<file path="config.mk">
export PLATFORM = sky130hd
export DESIGN_NAME = instr_fetch
export DESIGN_NICKNAME = d
export VERILOG_FILES = /design/src/rtl/instr_fetch_pkg.sv /design/src/rtl/instr_fetch_if_buf.sv /design/src/rtl/instr_fetch.sv
export SDC_FILE = /design/constraint.sdc
export NUM_CORES = 1
export LEC_CHECK = 0
export CORE_ASPECT_RATIO = 1.4
export CORE_UTILIZATION = 30
export DETAILED_ROUTE_END_ITERATION = 6
export PLACE_DENSITY = 0.72
export SKIP_CTS_REPAIR_TIMING = 1
export SLEW_MARGIN = 30
export SYNTH_ARGS = -nofsm -noshare
export SYNTH_HDL_FRONTEND = slang
export SYNTH_SLANG_ARGS = --single-unit
</file>
<file path="constraint.sdc">
create_clock -name clk -period 1.5 [get_ports clk]
set_clock_uncertainty 0.05 [all_clocks]
set_input_delay 0.45 -clock clk [delete_from_list [all_inputs] [get_ports clk]]
set_output_delay 0.45 -clock clk [all_outputs]
set_load 0.05 [all_outputs]
</file>
<file path="src/rtl/instr_fetch_pkg.sv">
// ----------------------------------------------------------------------------
// instr_fetch_pkg
//   Shared definitions for the instruction fetch stage: default address and
//   instruction widths, and the fetch FSM state encoding.
//   Optional feature macro used by this slice: FETCH_SKID_EN (see if_buf).
// ----------------------------------------------------------------------------
package instr_fetch_pkg;

  localparam int IF_AW = 7;   // instruction address width (program_counter width)
  localparam int IF_IW = 32;  // instruction word width

  typedef enum logic [1:0] {
    ST_IDLE = 2'd0,
    ST_REQ  = 2'd1,
    ST_WAIT = 2'd2
  } fetch_state_e;

endpackage

</file>
<file path="src/rtl/instr_fetch_if_buf.sv">
// ----------------------------------------------------------------------------
// instr_fetch_if_buf
//   IF/ID output register with an optional one-entry skid buffer.
//   Macro FETCH_SKID_EN: when defined, a response that arrives while the
//   output register is full and stalled is parked in the skid entry and moves
//   into the output register when it drains. When undefined there is no skid
//   and new space only appears when the output register empties or drains.
// Ports
//   clk        in   clock, posedge
//   reset      in   asynchronous, active-low
//   flush      in   discard the output register and the skid entry
//   wr_en      in   accept a fetched word (caller guarantees space)
//   wr_instr   in   fetched word
//   wr_pc      in   address of the fetched word
//   id_ready   in   decode accepts the output register this cycle
//   space      out  a new request may be issued now
//   out_valid  out  output register holds a word for decode
//   out_instr  out  output register word
//   out_pc     out  output register address
// ----------------------------------------------------------------------------
module instr_fetch_if_buf
  import instr_fetch_pkg::*;
#(
  parameter int AW = IF_AW,
  parameter int IW = IF_IW
) (
  input  logic          clk,
  input  logic          reset,
  input  logic          flush,
  input  logic          wr_en,
  input  logic [IW-1:0] wr_instr,
  input  logic [AW-1:0] wr_pc,
  input  logic          id_ready,
  output logic          space,
  output logic          out_valid,
  output logic [IW-1:0] out_instr,
  output logic [AW-1:0] out_pc
);

  logic          valid_q, valid_d;
  logic [IW-1:0] instr_q, instr_d;
  logic [AW-1:0] pc_q, pc_d;
  logic          drain;

  assign drain     = valid_q & id_ready;
  assign out_valid = valid_q;
  assign out_instr = instr_q;
  assign out_pc    = pc_q;

`ifdef FETCH_SKID_EN
  logic          skid_valid_q, skid_valid_d;
  logic [IW-1:0] skid_instr_q, skid_instr_d;
  logic [AW-1:0] skid_pc_q, skid_pc_d;

  // With one request outstanding at most, an empty skid is always enough
  // room for the next response even if decode stays stalled.
  assign space = ~skid_valid_q | drain;

  always_comb begin
    valid_d      = valid_q;
    instr_d      = instr_q;
    pc_d         = pc_q;
    skid_valid_d = skid_valid_q;
    skid_instr_d = skid_instr_q;
    skid_pc_d    = skid_pc_q;
    if (flush) begin
      valid_d      = 1'b0;
      skid_valid_d = 1'b0;
    end else begin
      if (drain) begin
        if (skid_valid_q) begin
          valid_d      = 1'b1;
          instr_d      = skid_instr_q;
          pc_d         = skid_pc_q;
          skid_valid_d = 1'b0;
        end else begin
          valid_d = 1'b0;
        end
      end
      // A response lands in the output register if it is free after this
      // cycle's drain/refill, otherwise it is parked in the skid entry.
      if (wr_en) begin
        if (!valid_d) begin
          valid_d = 1'b1;
          instr_d = wr_instr;
          pc_d    = wr_pc;
        end else begin
          skid_valid_d = 1'b1;
          skid_instr_d = wr_instr;
          skid_pc_d    = wr_pc;
        end
      end
    end
  end

  always_ff @(posedge clk or negedge reset) begin
    if (!reset) begin
      skid_valid_q <= 1'b0;
      skid_instr_q <= '0;
      skid_pc_q    <= '0;
    end else begin
      skid_valid_q <= skid_valid_d;
      skid_instr_q <= skid_instr_d;
      skid_pc_q    <= skid_pc_d;
    end
  end
`else
  assign space = ~valid_q | drain;

  always_comb begin
    valid_d = valid_q;
    instr_d = instr_q;
    pc_d    = pc_q;
    if (flush) begin
      valid_d = 1'b0;
    end else begin
      if (drain) begin
        valid_d = 1'b0;
      end
      if (wr_en) begin
        valid_d = 1'b1;
        instr_d = wr_instr;
        pc_d    = wr_pc;
      end
    end
  end
`endif

  always_ff @(posedge clk or negedge reset) begin
    if (!reset) begin
      valid_q <= 1'b0;
      instr_q <= '0;
      pc_q    <= '0;
    end else begin
      valid_q <= valid_d;
      instr_q <= instr_d;
      pc_q    <= pc_d;
    end
  end

endmodule

</file>
<file path="src/rtl/instr_fetch.sv">
// ----------------------------------------------------------------------------
// instr_fetch
//   Fetch stage between program_counter and decode. Samples pc_in, issues one
//   instruction memory read at a time, and hands the returned word to decode
//   through the IF/ID register in instr_fetch_if_buf. Produces the sequential
//   next PC (pc_seq) and a one-cycle pc_adv strobe when a fetch is granted.
//   Macro FETCH_SKID_EN enables a one-entry skid buffer in the IF/ID stage.
// Ports
//   clk         in   clock, posedge
//   reset       in   asynchronous, active-low; clears all state immediately
//   pc_in       in   current PC from program_counter
//   flush       in   branch/jump taken: discard in-flight and buffered words
//   mem_req     out  memory read request
//   mem_addr    out  read address, stable while waiting for mem_gnt
//   mem_gnt     in   request accepted this cycle
//   mem_rvalid  in   read data valid (at least one cycle after grant)
//   mem_rdata   in   instruction word
//   if_valid    out  if_instr/if_pc valid for decode
//   if_instr    out  fetched instruction
//   if_pc       out  address of if_instr
//   id_ready    in   decode accepts when if_valid & id_ready
//   pc_seq      out  req_pc + 1 (wraps), sequential next PC
//   pc_adv      out  one-cycle pulse: sequential PC may advance
// ----------------------------------------------------------------------------
module instr_fetch
  import instr_fetch_pkg::*;
#(
  parameter int AW = IF_AW,
  parameter int IW = IF_IW
) (
  input  logic          clk,
  input  logic          reset,
  input  logic [AW-1:0] pc_in,
  input  logic          flush,
  output logic          mem_req,
  output logic [AW-1:0] mem_addr,
  input  logic          mem_gnt,
  input  logic          mem_rvalid,
  input  logic [IW-1:0] mem_rdata,
  output logic          if_valid,
  output logic [IW-1:0] if_instr,
  output logic [AW-1:0] if_pc,
  input  logic          id_ready,
  output logic [AW-1:0] pc_seq,
  output logic          pc_adv
);

  fetch_state_e  state_q, state_d;
  logic [AW-1:0] req_pc_q, req_pc_d;
  logic          drop_q, drop_d;
  logic          pc_adv_q, pc_adv_d;
  logic          buf_space;
  logic          rsp_accept;

  always_comb begin
    state_d    = state_q;
    req_pc_d   = req_pc_q;
    drop_d     = drop_q;
    pc_adv_d   = 1'b0;
    rsp_accept = 1'b0;
    case (state_q)
      ST_IDLE: begin
        drop_d = 1'b0;
        if (buf_space && !flush) begin
          state_d  = ST_REQ;
          req_pc_d = pc_in;
        end
      end
      ST_REQ: begin
        // A request is never withdrawn; a flush only marks its response stale.
        if (flush) drop_d = 1'b1;
        if (mem_gnt) begin
          state_d = ST_WAIT;
          // A flush in the grant cycle redirects the PC, so do not advance it.
          pc_adv_d = ~drop_q & ~flush;
        end
      end
      ST_WAIT: begin
        if (mem_rvalid) begin
          state_d    = ST_IDLE;
          drop_d     = 1'b0;
          rsp_accept = ~drop_q & ~flush;
        end else if (flush) begin
          drop_d = 1'b1;
        end
      end
      default: state_d = ST_IDLE;
    endcase
  end

  always_ff @(posedge clk or negedge reset) begin
    if (!reset) begin
      state_q  <= ST_IDLE;
      req_pc_q <= '0;
      drop_q   <= 1'b0;
      pc_adv_q <= 1'b0;
    end else begin
      state_q  <= state_d;
      req_pc_q <= req_pc_d;
      drop_q   <= drop_d;
      pc_adv_q <= pc_adv_d;
    end
  end

  assign mem_req  = (state_q == ST_REQ);
  assign mem_addr = req_pc_q;
  assign pc_seq   = req_pc_q + AW'(1);
  assign pc_adv   = pc_adv_q;

  instr_fetch_if_buf #(
    .AW(AW),
    .IW(IW)
  ) u_if_buf (
    .clk      (clk),
    .reset    (reset),
    .flush    (flush),
    .wr_en    (rsp_accept),
    .wr_instr (mem_rdata),
    .wr_pc    (req_pc_q),
    .id_ready (id_ready),
    .space    (buf_space),
    .out_valid(if_valid),
    .out_instr(if_instr),
    .out_pc   (if_pc)
  );

endmodule

</file>
# == Word level (Yosys, flattened, before mapping) ==
# Cells that the tools add are included.
# Widths: inputs -> output; s select.
# word_totals
register_bits,51
input_bits,45
# classes
n_addsub,1
eq_ne,5
n_mux,14
bitwise_logic,6
reduce_logical,8
# ops
op,count
$mux 1,9
$add 7x1->7 const B,1
$mux 2,3
$pmux 2 s3,1
$reduce_bool 3->1,2
$ne 2x2->1 const B,2
$reduce_and 2->1,2
$not 1->1,3
$pmux 1 s3,1
$reduce_and 3->1,1
$and 1x1->1,2
$eq 2x1->1 const B,1
$eq 2x2->1 const B,1
$logic_not 2->1,1
$ne 2x1->1 const B,1
$logic_and 1x1->1,1
$logic_not 1->1,1
$or 1x1->1,1

# == Longest topological paths before layout ==
# Gate-level depths: netlist of the first run.
# logic_depth
depth_word,6
mapped_depth,6
ltp_nobuf,5

# == Cells and area by module ==
# A second synthesis of the first run with hierarchy kept.
# unflattened
hier_cells,139
area_unflattened_um2,2179.6
# modules_own_cells
module,instances,cells_each,area_each_um2,seq_area_each_um2
instr_fetch_if_buf,1,87,1552.7,1001.0
instr_fetch,1,52,626.9,275.3

# == Least setup slack after synthesis of the first run ==
# No wires, ideal clock.
# synth_timing
path_kind,reg2out
startpoint,"reg req_pc_q[0], in the netlist mem_addr[0]"
endpoint,out pc_seq[4]
arrival_ns,1.919
setup_slack_ns,-0.919
path_stages_with_launch,4
n_path_buf,0
path_cell_list,dfrtp_1 ha_1 nand3_1 xnor2_1
# synth_between
elab_chain_len,1
# synth_rtl
item,line_no,text
"start, declared",instr_fetch.sv:49,"logic [AW-1:0] req_pc_q, req_pc_d;"
"start signal, assigned",instr_fetch.sv:99,req_pc_q <= req_pc_d;
$add 7x1->7,instr_fetch.sv:107,assign pc_seq = req_pc_q + AW'(1);
"end, declared",instr_fetch.sv:44,"output logic [AW-1:0] pc_seq,"
# No other way between the ends.

# == Worst setup path in the final report of the first run ==
# Ends and elaborated chain as after synthesis.

==> results.txt, run 1 <==
The area growth from synthesis to layout is 103%. The smallest clock period supported by the final layout is computed as 1.88 ns. The mean instance size in the synthesized netlist came out at 16.5 um2.

The global-route wire length before repair came out at 9130 um. The cell area that synthesis handed to floorplanning was about 0.0023 mm2. The portion of the post-synthesis area used by sequential elements is 54.6%. The residual DRC count came out at 0. STA classifies the critical path startpoint as a flop.

The critical path's largest stage delay is 0.50 ns. The commonest non-fill, non-tap cell in the layout is buf_12. The static leakage power came out at 2.09 nW.

At the end of routability-driven placement, the weighted congestion stood at 0.779. The number of violations reported at the end of detailed-routing iteration 0 is 44. The distinct cell type count after synthesis is 24. The die covers 0.00815 mm2. The number of global-route vias before repair came out at 1721. The clock tree from TritonCTS is yes. The number of placed I/O pins is 101. Row generation in the floorplan step produced 37 rows. The critical path required time is 1.00 ns. The final global-route overflow total is 0. The area taken by flip-flops and latches came out at about 0.0013 mm2.

The clock slew seen by the registers of the worst setup and hold paths is 0.10 ns. The startpoint of the lowest-slack register-to-register path is state_q[1]. Counting the fill cells in the layout gives about 530.

The starting density of the core is 31.4%. The checks that failed: setup timing. Across the run, the number of max-cap violations was 0. The area of the multi-input gates came out at ~0.0012 mm2. The highest net fanout along the worst path is 3. Final hold analysis gives a worst-case slack of 0.00386 ns. Of all cell types, the one taking the most synthesized area is dfrtp_1. The depth of the worst register-to-register path came out at 6. For this design the ratio of total power to cell area is 2790 mW/mm2.

The average detailed-routed wire length per instance came out at 16.4 um. The share of the synthesized area in the top cell type is between 50 and 60%. 0 antenna diodes ended up in the layout. The routed wire length is about 6000 um. The tightest slew margin relative to the limit is 71.5%. The tightest min-delay check is of the in2async type. The initial antenna violation count came out at 0. Ranked by total cell area, the synthesized netlist is headed by dfrtp_1, mux2_4, buf_12. The number of clock sinks came out at between 50 and 60. Setup repair after global routing could not meet its margin everywhere. The capturing element type of the critical path is an output port.

The H-tree level count came out at 2. The total half-perimeter wirelength after legalization and detailed placement is between 4000 and 5000 um. The accumulated negative setup slack came out at -12.13 ns.

The number of buffer and inverter instances along the worst setup path is 1. The number of failing setup endpoints in the final timing report is 63. The portion of the clock cycle consumed by the worst path in the final layout came out at 125%. The global-route usage over all layers is 14.9%. For the worst setup path, the data arrival time is 1.38 ns. The clock passes through at most 2 buffers.

The share of final-layout standard cells stronger than drive strength 1 is between 60 and 70%. Across the VDD grid, the largest voltage drop is about 1500 uV. The number of nets at the end of the flow is 329. The flip-flop and latch count after synthesis came out at a little over 50. The insertion delay to the later sink of the worst-skew pair is 0.31 ns. The max-slew violation count is 0. The final core utilization is between 60 and 70%. The count of vias placed by the detailed router is 1642. The count of buffers inserted at the top-level ports came out at 100.

By startpoint and endpoint, the worst setup path is classified as reg2out. The area inside the core boundary came out at 0.00745 mm2. The worst register-to-register path ends at u_if_buf.out_instr[18]. Traced cell by cell, the critical path runs through ha_4, nand3_4, xnor2_4, buf_12. The chip height is approximately 110 um. The antenna violation net count after detailed routing is 0.

For this run, the detailed router's first-pass iteration total came to 4. The transition at the pin with the smallest max-transition slack is 0.428 ns. The average vias per placed instance came out at 4.37.

The number of synthesis warnings came out at 0. Leaving out fill and tap cells, the most frequent cells in the layout are buf_12, mux2_4, dfrtp_1, clkdlybuf4s50_1, buf_6. The slowest stage of the critical path is the dfrtp_4 cell. The final number of hold-violating endpoints came out at 0. The maximum number of pins on one net before global-route repair is 23. The flow ran to the end, but the final reports show violations. The number of clock buffers added by TritonCTS is 5.

The net count after synthesis came out at between 150 and 200. The achievable frequency is between 0.5 and 0.6 GHz. The instance count of the mapped netlist is between 100 and 150. The final critical-path setup slack came out at -0.381 ns.

The die is 76.6 um wide. Broken down by cell family, the worst path's largest delay share belongs to flip-flops. In this run the register-to-register setup slack is -0.22 ns. The root buffer cell chosen for the clock tree is clkbuf_8.
-- per-stage QoR --
step	instances	area [um2]	total power, W	worst slack, ns
after global placement	354	4330	0.0114	-0.440
final	376	4730	0.0132	-0.381
after global routing	376	4730	0.0137	-0.431
after floorplan	142	2520	0.00712	-0.329
after detailed placement	354	4330	0.0115	-0.463
after CTS	362	4460	0.0127	-0.502
-- per-layer routing --
layer  track usage, %  share of wire (%)  wire (um)
met5                0                  0          0
met4             6.18                1.7        104
met3             3.00                3.6        220
met2             27.7                 56       3460
met1             16.3                 39       2390
-- synthesized netlist by cell type --
master   instances
dfrtp_1         51
inv_1            5
a311o_1          1
nor2_2           1
and3_4           1
nor3b_2          1
o21ai_0          2
nor2b_1          3
buf_12           4
o21a_1           1
a21oi_1          2
xnor2_1          4
xor2_1           1
mux2_2           7
buf_6            2
mux2_4          39
o211a_1          1
o32a_1           1
a21o_1           1
nand3_1          4
nor2_1           1
and3_1           2
ha_1             6
nor4_1           1
-- how the worst max path moves through the flow --
stage / start / depth (start not counted) / endpoint
CTS: mem_addr[1] / 4 / pc_seq[4]
finish: mem_addr[0] / 4 / pc_seq[4]
detailed placement: flush / 5 / u_if_buf.out_instr[14]
floorplan: mem_addr[2] / 3 / pc_seq[6]
global placement: flush / 5 / u_if_buf.out_instr[12]
global route: mem_addr[0] / 4 / pc_seq[4]
-- power by group --
group | internal [W] | switching, W | leakage [nW]
Combinational | 0.00497 | 0.00424 | 1.41
Sequential | 0.00207 | 0.000783 | 0.616
Clock | 0.000665 | 0.000480 | 0.0644
Total | 0.00770 | 0.00550 | 2.09
-- cells by family after synthesis --
group	after synthesis	synth area share (%)
flops	51	54.6
mux	46	28.4
simple gates	14	3.91
buf+inv	11	5.19
compound gates	9	2.78
fa+ha+maj	6	3.21
xor+xnor	5	1.87
-- final cells by class --
class | instances | area share (%)
Multi-Input combinational cell | 80 | 25.0
Clock inverter | 3 | 1.43
Inverter | 5 | 0.449
Tap cell | 97 | 2.56
Sequential cell | 51 | 27.3
Timing Repair Buffer | 135 | 41.9
Clock buffer | 5 | 1.45
-- worst reg2reg max path: cells and delay by family, from the launching register on --
family / cells / cell delay, ns
muxes: 1 / 0.30
buffers and inverters: 3 / 0.41
adders and majority gates: 1 / 0.11
and+or+nand+nor: 1 / 0.29
DFF: 1 / 0.45
-- flip-flops by register name, summed over array words and instances (netlist names) --
register and cells:
pc_adv 1, mem_addr 7, u_if_buf.out_valid 1, u_if_buf.out_instr 32
u_if_buf.out_pc 7, drop_q 1, state_q 2
(Power assumes the default switching activity.)
==> run 2, diff against run 1 <==
--- a/config.mk
+++ b/config.mk
@@ -7,6 +7,8 @@
 export LEC_CHECK = 0
 export CORE_ASPECT_RATIO = 1.4
 export CORE_UTILIZATION = 30
+export CTS_BUF_LIST = sky130_fd_sc_hd__clkbuf_8
+export CTS_CLUSTER_SIZE = 16
 export DETAILED_ROUTE_END_ITERATION = 6
 export PLACE_DENSITY = 0.72
 export SKIP_CTS_REPAIR_TIMING = 1
==> results of run 2 <==
No change in the layout: final DEF, timing and power equal those of run 1.
==> edit, RTL diff (settings of run 2) <==
Build with the macro `FETCH_SKID_EN` defined.
--- a/src/rtl/instr_fetch_if_buf.sv
+++ b/src/rtl/instr_fetch_if_buf.sv
@@ -20,2 +20,4 @@
 // ----------------------------------------------------------------------------
+`define FETCH_SKID_EN
+
 module instr_fetch_if_buf
Formal check against the unedited RTL: not equivalent (Yosys sat finds a counterexample within 10 cycles, from zero or initial values and one cycle with reset low).
==> edit against run 2 <==
The flow still finishes with violations (setup timing). Area after synthesis grew 98%. Sequential power grew 55%. Sequential cell count grew 40. Non-clock buffer count grew 54. Worst setup slack lost 0.098 ns. Design area grew 63%. Total power grew 25%. Routed wire length grew 130%. Utilization shrank 12 points. Synthesized cell count grew to 2.6 times the old value. Critical path type unchanged. Critical endpoint is now pc_seq[6].
==> edit: results (changes against run 2) <==
.. list-table::
   :header-rows: 1

   * - Metric
     - Value
   * - Run status
     - finished with violations
   * - Logic power comb
     - 10400 uW (+13%)
   * - Number of vias per cell after detailed routing
     - 5.25 (+20%)
   * - Setup violation total in the final timing report
     - 104 (+65%)
   * - FF-to-FF path depth
     - 7 (+1)
   * - Total track usage
     - 0.164 (+0.0149)
   * - Arr. time, crit path
     - 1.48 ns (+0.10 ns)
   * - Largest voltage drop on the vdd net
     - 1540 uV (+0.27%)
   * - Ratio of cells with drive above 1 in the final layout
     - 0.471 (-0.164)
   * - Leading cell types by count after synthesis
     - dfrtp_1 (91), nand2b_1 (40), a21boi_0 (39), a221o_1 (39), nand4b_1 (39)
   * - CP endpoint
     - pc_seq[6]
   * - Clock latency on the worst-skew pair
     - 0.37 ns (+0.06 ns)
   * - Flop+latch power
     - 4410 uW (+55%)
   * - Failing checks
     - setup timing
   * - Number of buffers added by the clock tree synthesis step
     - 9 (+4)
   * - Synth cell types
     - 36 (+50%)
   * - Total half-perimeter wirelength after legalization and detailed placement
     - 8430 um (+89%)
   * - Xor and xnor fraction of the mapped netlist area
     - 0.00945 (-0.00929)
   * - Filler cells
     - 1258 (+140%)
   * - Area fraction of clock buffers and clock inverters
     - 0.0251 (-0.00374)
   * - Number of violations reported at the end of detailed-routing iteration 0
     - 180 (+310%)
   * - Minimum hold slack
     - 0.00777 ns (+0.00392 ns)
   * - Synthesized-area fraction occupied by ao, oa, aoi and oai cells
     - 0.172 (+0.144)
   * - Setup slack after layout
     - -0.479 ns (-0.0980 ns)
   * - Largest net degree at the start of global routing
     - 81 (+250%)
-- edit: worst register-to-register path: cells and delay by family (launching register included) --
| kind | cells | cell delay (ns) |
|---|---|---|
| adders and majority gates | 1 | 0.13 |
| and+or+nand+nor | 2 | 0.43 |
| buffers and inverters | 3 | 0.47 |
| muxes | 1 | 0.30 |
| DFF | 1 | 0.40 |
-- edit: stage by stage --
step / area, um^2 / setup slack [ns]
3_5_place_dp: 6840 / -0.878
4_1_cts: 7030 / -0.583
6_report: 7740 / -0.479
2_1_floorplan: 4900 / -0.324
5_1_grt: 7740 / -0.536
3_3_place_gp: 6790 / -1.09
-- edit: per-layer routing --
metal / up-vias / GRT usage / wire, um
met2: 105 / 0.283 / 7740
met4: 0 / 0.0603 / 170
met3: 11 / 0.0266 / 524
li1: 1746 / - / -
met1: 2000 / 0.204 / 5600
met5: - / 0 / 0
